### src/rtl/prog_seq.sv
// prog_seq: program sequencer that produces the fetch address for the core.
// Supports absolute branches, signed relative branches, and call/return through
// a small hardware stack. It also has a fetch stall and a sticky halt state.
//
// Parameters:
//   D           program address width (PrgCtr wraps modulo 2^D)
//   OFFW        relative-branch offset width (OFFW <= D)
//   STACK_DEPTH number of return-address entries (>= 1)
// Ports:
//   Clk, Reset  clock and synchronous active-high reset
//   Stall       freeze PrgCtr and stack for this edge
//   Halt        enter HALTED (left only by Reset)
//   BranchAbs   PrgCtr <= Target
//   BranchRel   PrgCtr <= PrgCtr + sign_extend(Offset)
//   Call        push PrgCtr+1 and jump to Target
//   Ret         pop the return address into PrgCtr
//   Target      absolute destination
//   Offset      two's-complement displacement
//   PrgCtr      current fetch address (registered)
//   Halted      high while halted (registered)
//   Depth       number of valid stack entries (registered)
//   StackErr    sticky overflow/underflow flag (registered)
module prog_seq #(
  parameter int D           = 12,
  parameter int OFFW        = 8,
  parameter int STACK_DEPTH = 4
) (
  input  logic                               Clk,
  input  logic                               Reset,
  input  logic                               Stall,
  input  logic                               Halt,
  input  logic                               BranchAbs,
  input  logic                               BranchRel,
  input  logic                               Call,
  input  logic                               Ret,
  input  logic [D-1:0]                       Target,
  input  logic [OFFW-1:0]                    Offset,
  output logic [D-1:0]                       PrgCtr,
  output logic                               Halted,
  output logic [$clog2(STACK_DEPTH+1)-1:0]   Depth,
  output logic                               StackErr
);

  localparam int DW = $clog2(STACK_DEPTH + 1);

  typedef enum logic {
    RUN    = 1'b0,
    HALTED = 1'b1
  } state_t;

  state_t          state_q, state_d;
  logic [D-1:0]    pc_q, pc_d;
  logic [DW-1:0]   depth_q, depth_d;
  logic            err_q, err_d;
  logic            push_en;

  // Stack storage is deliberately not reset; only entries below depth_q are valid.
  logic [D-1:0]    stack_q [STACK_DEPTH];

  logic [D-1:0]    pc_inc;
  logic [D-1:0]    off_ext;
  logic [D-1:0]    stack_top;

  assign pc_inc  = pc_q + D'(1);
  // A signed size cast sign-extends and still works when OFFW == D.
  assign off_ext = D'($signed(Offset));

  // Top-of-stack read mux: the entry just below depth_q.
  always_comb begin
    stack_top = '0;
    for (int i = 0; i < STACK_DEPTH; i++) begin
      if (depth_q == DW'(i + 1)) stack_top = stack_q[i];
    end
  end

  // Per-entry write enables. The pushed return address is always pc_inc and is
  // written into the slot at the current depth.
  generate
    for (genvar gi = 0; gi < STACK_DEPTH; gi++) begin : g_stack
      always_ff @(posedge Clk) begin
        if (!Reset && push_en && (depth_q == DW'(gi))) begin
          stack_q[gi] <= pc_inc;
        end
      end
    end
  endgenerate

  always_ff @(posedge Clk) begin
    if (Reset) begin
      state_q <= RUN;
      pc_q    <= '0;
      depth_q <= '0;
      err_q   <= 1'b0;
    end else begin
      state_q <= state_d;
      pc_q    <= pc_d;
      depth_q <= depth_d;
      err_q   <= err_d;
    end
  end

  // Next-state logic. The if/else chain follows the strobe priority order.
  always_comb begin
    state_d = state_q;
    pc_d    = pc_q;
    depth_d = depth_q;
    err_d   = err_q;
    push_en = 1'b0;
    if (state_q == RUN) begin
      if (Halt) begin
        state_d = HALTED;
      end else if (Stall) begin
        // hold everything
      end else if (Ret) begin
        if (depth_q != '0) begin
          pc_d    = stack_top;
          depth_d = depth_q - DW'(1);
        end else begin
          err_d = 1'b1;
          pc_d  = pc_inc;
        end
      end else if (Call) begin
        if (depth_q != DW'(STACK_DEPTH)) begin
          push_en = 1'b1;
          depth_d = depth_q + DW'(1);
          pc_d    = Target;
        end else begin
          err_d = 1'b1;
          pc_d  = pc_inc;
        end
      end else if (BranchAbs) begin
        pc_d = Target;
      end else if (BranchRel) begin
        pc_d = pc_q + off_ext;
      end else begin
        pc_d = pc_inc;
      end
    end
  end

  assign PrgCtr   = pc_q;
  assign Halted   = (state_q == HALTED);
  assign Depth    = depth_q;
  assign StackErr = err_q;

endmodule

### config.mk
export PLATFORM = sky130hd
export DESIGN_NAME = prog_seq
export DESIGN_NICKNAME = d
export VERILOG_FILES = /design/src/rtl/prog_seq.sv
export SDC_FILE = /design/constraint.sdc
export NUM_CORES = 1
export LEC_CHECK = 0
export ABC_CLOCK_PERIOD_IN_PS = 7300
export BUFFER_PORTS_ARGS = -buffer_cell sky130_fd_sc_hd__clkbuf_2
export CORE_ASPECT_RATIO = 0.8
export CORE_MARGIN = 5
export CORE_UTILIZATION = 40
export CTS_BUF_LIST = sky130_fd_sc_hd__clkbuf_8 sky130_fd_sc_hd__clkbuf_16
export CTS_CLUSTER_SIZE = 28
export DETAILED_ROUTE_END_ITERATION = 16
export SYNTH_ARGS = -nofsm -noshare
export SYNTH_HDL_FRONTEND = slang
export SYNTH_SLANG_ARGS = --single-unit
### constraint.sdc
create_clock -name Clk -period 7.3 [get_ports Clk]
set_clock_uncertainty 0.2 [all_clocks]
set_input_delay 1.095 -clock Clk [delete_from_list [all_inputs] [get_ports Clk]]
set_output_delay 1.095 -clock Clk [all_outputs]
set_load 0.02 [all_outputs]
# --- Yosys cells after proc, flatten, opt, wreduce, memory -nomap -nowiden ---
# Memories as Yosys holds them, arrays and structs flattened.
# Index checks and enable logic that the tools add are counted.
# Widths: inputs -> output; s select.
totals:
  inputBits: 28
  ramBits: 48
  wordCells: 79
  out_inout_bits: 17
  reg_bits: 17
  memories: 1
classes:
  n_eq_ne: 8
  bitwise: 3
  n_reduce_logical: 16
  n_mux: 43
  add_sub_neg: 4
memory_table:
  columns: ["memory", "depth", "width", "rd", "rd_ports_with_merged_regs", "write_ports", "line_no", "source"]
  rows:
  - ["stack_q", 4, 12, 4, 0, 1, "58", "logic [D-1:0] stack_q [STACK_DEPTH];"]
op_table:
  columns: ["operator", "count"]
  rows:
  - ["$mux 12", 13]
  - ["$reduce_or 12->1", 3]
  - ["$mux 1", 23]
  - ["$add 12x1->12 const B", 1]
  - ["$add 12x12->12", 1]
  - ["$mux 3", 4]
  - ["$reduce_and 6->1", 2]
  - ["$eq 3x2->1 const B", 2]
  - ["$mux 2", 3]
  - ["$logic_and 1x1->1", 5]
  - ["$ne 2x2->1 const B", 2]
  - ["$reduce_bool 2->1", 2]
  - ["$add 3x1->3 const B", 1]
  - ["$eq 3x1->1 const B", 1]
  - ["$eq 3x3->1 const B", 1]
  - ["$logic_not 3->1", 1]
  - ["$ne 3x3->1 const B", 1]
  - ["$not 1->1", 3]
  - ["$reduce_and 3->1", 1]
  - ["$reduce_bool 3->1", 1]
  - ["$sub 3x1->3 const B", 1]
  - ["$ne 2x1->1 const B", 1]
  - ["$logic_not 1->1", 1]

# --- Depth between registers and ports, before layout ---
# Gate-level depths: netlist (run 1).
depth:
  depth_word: 15
  mapped_depth: 10
  depth_no_buf: 9

# --- Worst setup path after synthesis (run 1) ---
# Ideal clock, no wire load.
synth_path:
  path_kind: "input -> register"
  start: "in Halt"
  end: "mem stack_q[3][0], enable pin"
  path_stages: 4
  path_slack_ns: 3.627
  n_path_buf: 2
  arrival_ns: 3.060
  t_required_ns: 6.688
  setup_ns: 0.412
  cell_sequence: "or3_1 -> clkbuf_1 -> clkbuf_1 -> nor4_1"
synth_via:
  elab_chain_cells: 10
  elab_cells_between_ends: 24
  cone_classes: "mux (16); reduce/logical (8)"
synth_rtl:
  columns: ["item", "line_no", "source"]
  rows:
  - ["start: declaration", "31", "input logic Halt,"]
  - ["$mux 1 (*)", "110", "if (Halt) begin"]
  - ["$mux 1 (*)", "109", "if (state_q == RUN) begin"]
  - ["$logic_and 1x1->1 (*)", "81", "if (!Reset && push_en && (depth_q == DW'(gi))) begin"]
  - ["$logic_and 1x1->1", "81", null]
  - ["$mux 1", "81", null]
  - ["$mux 1 (not written as such)", "82", "stack_q[gi] <= pc_inc;"]
  - ["$reduce_or 12->1 (no line)", null, null]
  - ["$mux 2 (no line) / $mux 1 (equally long branches) (3 in a row)", null, null]
  - ["end: declaration", "58", null]
# Mark *: on every way between the ends. The rest lies on a longest branch, timed or not.

# --- Worst setup path in the final report (run 1) ---
layout_path:
  start: "in Offset[0]"
  end: "reg pc_q[8] (netlist: PrgCtr[8])"
layout_via:
  elab_chain_cells: 5
layout_rtl:
  columns: ["item", "line_no", "source"]
  rows:
  - ["start: declaration", "37", "input logic [OFFW-1:0] Offset,"]
  - ["$add 12x12->12", "134", "pc_d = pc_q + off_ext;"]
  - ["$mux 12", "133", "end else if (BranchRel) begin"]
  - ["$mux 12", "131", "end else if (BranchAbs) begin"]
  - ["$mux 12", "122", "end else if (Call) begin"]
  - ["$mux 12", "114", "end else if (Ret) begin"]
  - ["end signal: assignment", "96", "pc_q <= pc_d;"]
  - ["end: declaration", "52", "logic [D-1:0] pc_q, pc_d;"]
# Every way passes these cells.
# A chain may end at the register's enable or synchronous reset.

==> reports/results.txt, run 1 <==
status - finished, final reports clean
part of the cycle the worst path needs - 44.2%
RSZ-0062 raised after global routing - false
Worst Max-Slew Pin Slew - 879 ps
largest net degree at the start of global routing - 21
layout cells sized above 1 - 17.8%
Syn-to-layout area delta - 15.9%
Leak - 0.00170 µW
post-synthesis net count - 418
Pwr Density - 219 nW/µm²
most common cell after layout, fill and taps aside - edfxtp_1
Synth Register Bits - 65
first-pass GRT wire length - 16200 µm
final WL - 10200 µm
CTS tree - built
worst-skew pair later-pin latency - 320 ps
WP data required - 7340 ps
Hold Path Class - register to register
Worst R2R Start - Depth[2]$_SDFFE_PP0P_
CP bufs+invs - 2
Top FF cell, synth - edfxtp_1
Setup crit start kind - primary input
total track usage - 17.7%
die height - 97.4 µm
CP max FO - 4
critical path's slowest cell - a221o_1
hpwl dp - 7620 µm
via/cell ratio - 6.04
Max Cap Violations - 0
shortest period the worst path allows - 3220 ps
ANT nets after route - 0
GPL Wtd Cong - 0.835
vias in the first global route - 3004
Post-synth EDFFs - 48
endpoints failing hold - 0
element type at the critical path end - register
peak supply drop - 0.137 mV
drt initial violations - 308
PortBufs - 44
# diodes - 0
Critical Path Source - Offset[0]
htree depth - 3
total CTS buffers - 9
hold buffer count at CTS - 0
core box area - 9190 µm²
most frequent cells in the layout - edfxtp_1, clkbuf_2, nor2_1
DIE AREA - 11600 µm²
critical path's largest stage delay - 350 ps
Yosys cell types - 60
Post-Syn Area per Cell - 10.3 µm²
Synth Instances - 371
Fmax - 310 MHz
HP Start - StackErr$_SDFFE_PP0P_
Mapped Area - 3820 µm²
ys async rst share - 0%
Rows - 31
clk sink count - 65
starting density of the core - 41.6%
endpoints failing setup - 0
root buf cell - clkbuf_16
relative slew slack - 41.2%
1st-pass router iterations - 5
CTS Buffer Depth - 2
Min Hold Slack - 301 ps
Setup TNS - 0 ps
fin nets - 457
fin. max-slew vios - 0
die width - 119 µm
GRT overflow - 0
clock slew at reported path FFs - 50 ps
routed len/inst - 19.2 µm
via count - 3199
synth warn - 0
Crit path arrival time - 3270 ps
register area share after synthesis - 46.6%
crit path kind - primary input to register
post-cts gate resize count - 0
critical-path cell list - clkbuf_2, ha_1, inv_1, fa_1, nor2b_1, o31a_2, o31ai_2, mux2_4, a221o_1, a211oi_2
Crit path max-delay family - compound AO/OA/AOI/OAI gates
Setup Fix Bufs, Post-CTS - 0
initial antenna violation count - 0
DRC viols - 0
I/O pins - 45
-- registers in the layout, summed over array words and instances, names as in the netlist --
signal and count:
Halted 1, stack_q 48, Depth 3, StackErr 1
PrgCtr 12
-- per-layer routing --
metal  up-vias  GRT usage, %  wire (µm)
met4         0          3.29         92
met5         -             0          0
met3        14          5.06        710
met2       122          26.6       4490
met1      1550          25.6       4890
li1       1513             -          -
-- logic make-up after synthesis --
family,share of synthesized area (%)
AOI/OAI and AO/OA,23.6
buffers and inverters,3.57
muxes,1.77
DFF,46.6
adders and majority gates,6.42
and+or+nand+nor,14.1
xor gates and xnor gates,3.90
-- tightest hold or removal path, stage by stage, from the launching register on --
cell and delay (ps):
dfxtp_1 330, a21oi_1 50, nor2_1 80
-- cells in the mapped netlist (3+ instances only) --
master	number	share of area (%)
nand3_1	9	1.2
a211oi_2	3	0.98
and2_1	3	0.49
a221o_1	5	1.3
xnor2_1	8	1.8
nand2b_1	11	1.8
o21bai_1	3	0.59
dfxtp_1	17	8.9
o21a_1	3	0.59
a221oi_1	10	2.3
a21o_1	3	0.59
xor2_1	9	2.1
ha_1	18	5.9
nand2_1	15	1.5
nor2_1	37	3.6
clkbuf_1	17	1.7
a22oi_1	8	1.6
a211oi_1	7	1.4
edfxtp_1	48	38
inv_1	17	1.7
a31oi_1	5	0.82
o221ai_1	6	1.4
a22o_1	11	2.5
a21oi_1	22	2.9
nand4_1	4	0.65
o21ai_0	15	2.0
a211o_1	3	0.69
o211ai_1	3	0.59
nor2b_1	4	0.65
mux2i_1	3	0.79
nor3_1	9	1.2
-- report_power, final --
part / leakage, µW / switching [µW] / total (µW) / internal (µW)
registers: 0.000588 / 12.3 / 417 / 404
clock network: 0.000147 / 149 / 407 / 258
logic: 0.000961 / 89.3 / 145 / 55.9
-- layout make-up --
class	count	area, µm²
fillers	848	4760
multi-input cells	270	1910
flip-flops and latches	65	1780
repair buffers	47	243
clock buffers	9	225
well taps	115	144
inverters	17	63.8
clock inverters	7	57.6
-- through the flow --
stage | area [µm²] | std cells | utilization, % | power, µW | setup WS (ps)
2_1_floorplan | 3820 | 371 | - | 521 | 3630
3_3_place_gp | 4150 | 514 | 45.1 | 565 | 3790
3_5_place_dp | 4150 | 514 | 45.1 | 568 | 3740
4_1_cts | 4430 | 530 | 48.2 | 976 | 4080
5_1_grt | 4430 | 530 | 48.2 | 1010 | 3910
6_report | 4430 | 530 | 48.2 | 969 | 4080
-- path summary, 6_finish.rpt --
| path | slack [ps] | cells past startpoint | end |
|---|---|---|---|
| min | 300 | 2 | StackErr$_SDFFE_PP0P_ |
| min reg2reg | 300 | 2 | StackErr$_SDFFE_PP0P_ |
| max | 4080 | 10 | PrgCtr[8]$_SDFFE_PP0P_ |
| max reg2reg | 4100 | 8 | PrgCtr[11]$_SDFFE_PP0P_ |
Note: power is estimated with default switching activity, not from simulation.
==> run 2, diff against run 1 <==
--- a/config.mk
+++ b/config.mk
@@ -5,7 +5,7 @@
 export SDC_FILE = /design/constraint.sdc
 export NUM_CORES = 1
 export LEC_CHECK = 0
-export ABC_CLOCK_PERIOD_IN_PS = 7300
+export ABC_CLOCK_PERIOD_IN_PS = 2750
 export BUFFER_PORTS_ARGS = -buffer_cell sky130_fd_sc_hd__clkbuf_2
 export CORE_ASPECT_RATIO = 0.8
 export CORE_MARGIN = 5
==> constraint.sdc (replaced) <==
create_clock -name Clk -period 2.75 [get_ports Clk]
set_clock_uncertainty 0.2 [all_clocks]
set_input_delay 0.4125 -clock Clk [delete_from_list [all_inputs] [get_ports Clk]]
set_output_delay 0.4125 -clock Clk [all_outputs]
set_load 0.02 [all_outputs]
==> reports/results.txt, run 2 (same netlist as run 1, synthesis figures left out) <==
reg2reg setup slack - 140 ps
Max Cap Violations - 0
GRT overflow - 0
root buf cell - clkbuf_16
crit path kind - register to register
shortest period the worst path allows - 2610 ps
Worst R2R Start - PrgCtr[0]$_SDFFE_PP0P_
pre-CTS setup slack - -94.2 ps
core box area - 9190 µm²
design area - 4710 µm²
# diodes - 0
element type at the critical path end - register
final WL - 10900 µm
status - finished, final reports clean
first-pass GRT wire length - 17500 µm
hpwl dp - 8220 µm
most frequent cells in the layout - edfxtp_1, clkbuf_2, nor2_1
endpoints failing hold - 0
Setup crit start kind - register
die width - 119 µm
via/cell ratio - 5.96
fin. max-slew vios - 0
starting density of the core - 41.6%
vias in the first global route - 3301
routed len/inst - 19.4 µm
CTS Buffer Depth - 2
DRC viols - 0
Rows - 31
DIE AREA - 11600 µm²
RSZ-0062 raised after global routing - false
hold depth - 3
Hold Path Class - primary input to register
Final WS setup - 140 ps
Syn-to-layout area delta - 23.2%
peak supply drop - 0.419 mV
1st-pass router iterations - 5
Design Power - 2640 µW
layout cells sized above 1 - 24.4%
FF-to-FF End - PrgCtr[8]$_SDFFE_PP0P_
clk sink count - 65
CTS tree - built
most common cell after layout, fill and taps aside - edfxtp_1
Pwr Density - 561 nW/µm²
CP max FO - 4
Finished Core Util - 51.2%
initial antenna violation count - 0
Fill cells - 862
total track usage - 19.1%
Worst Max-Slew Pin Slew - 665 ps
htree depth - 3
worst-skew pair later-pin latency - 330 ps
Biggest register - stack_q
ANT nets after route - 0
total CTS buffers - 9
die height - 97.4 µm
largest net degree at the start of global routing - 17
part of the cycle the worst path needs - 94.9%
GPL Wtd Cong - 0.893
clock slew at reported path FFs - 60 ps
Leak - 0.00185 µW
WP data required - 2810 ps
max FFs per register - 48
Placed Area - 4410 µm²
Fmax - 383 MHz
HP Start - Halt
Min Hold Slack - 137 ps
Crit path arrival time - 2670 ps
relative slew slack - 55.4%
drt initial violations - 209
via count - 3350
I/O pins - 45
fin nets - 489
reg2reg path depth - 9
WHS Endpoint - Halted$_SDFF_PP0_
PortBufs - 44
endpoints failing setup - 0
[run 2: changes by cell type in the layout (fill, tap and decap cells not counted), sizes merged]
cell / previous run / this run
clkinvlp: 1 / 2
buf: 3 / 35
clkinv: 2 / 4
inv: 20 / 17
[run 2: cell type report]
class,count,area (µm²),share of cell area (%)
inverters,17,63.8,1.36
flip-flops and latches,65,1780,37.9
clock inverters,7,61.3,1.30
clock buffers,9,225,4.78
repair buffers,79,495,10.5
multi-input cells,270,1930,41.1
well taps,115,144,3.06
[run 2: per-stage QoR]
step / TNS, ps / std cells
3_3_place_gp: -34.9 / 546
3_5_place_dp: -94.2 / 546
2_1_floorplan: 0 / 371
6_report: 0 / 562
4_1_cts: 0 / 562
5_1_grt: 0 / 562
[run 2: routing by layer]
layer / track usage [%] / wire, µm
met1: 27.8 / 5200
met2: 27.5 / 4740
met3: 5.41 / 790
met4: 5.70 / 170
met5: 0 / 0
[run 2: where the power goes]
part           total, µW  switching, µW  internal, µW
logic                441            263           178
registers           1090           19.2          1070
clock network       1110            416           689
total               2640            698          1940
[run 2: worst max-delay path, stage by stage (launching register included)]
cell      delay, ps
dfxtp_2         320
ha_1            190
inv_1            70
fa_1            190
nor2b_1          70
o31a_2          340
o31ai_4         260
mux2_4          330
a221o_1         350
a211oi_2        210
[run 2: worst max path at each step]
stage	cells after the start	end	start	slack [ps]
final	9	PrgCtr[8]$_SDFFE_PP0P_	PrgCtr[0]$_SDFFE_PP0P_	140
after global routing	9	PrgCtr[8]$_SDFFE_PP0P_	PrgCtr[0]$_SDFFE_PP0P_	3
after CTS	9	PrgCtr[8]$_SDFFE_PP0P_	PrgCtr[0]$_SDFFE_PP0P_	90
after detailed placement	10	PrgCtr[8]$_SDFFE_PP0P_	Offset[0]	-90
after global placement	10	PrgCtr[8]$_SDFFE_PP0P_	Offset[0]	-30
after floorplan	7	PrgCtr[8]$_SDFFE_PP0P_	PrgCtr[2]$_SDFFE_PP0P_	50
[run 2: timing repair]
item / in CTS / in global routing
hold buffers: 0 / 0
setup endpoints to repair: 0 / 2
setup buffers: 0 / 0
resized for setup: 0 / 2
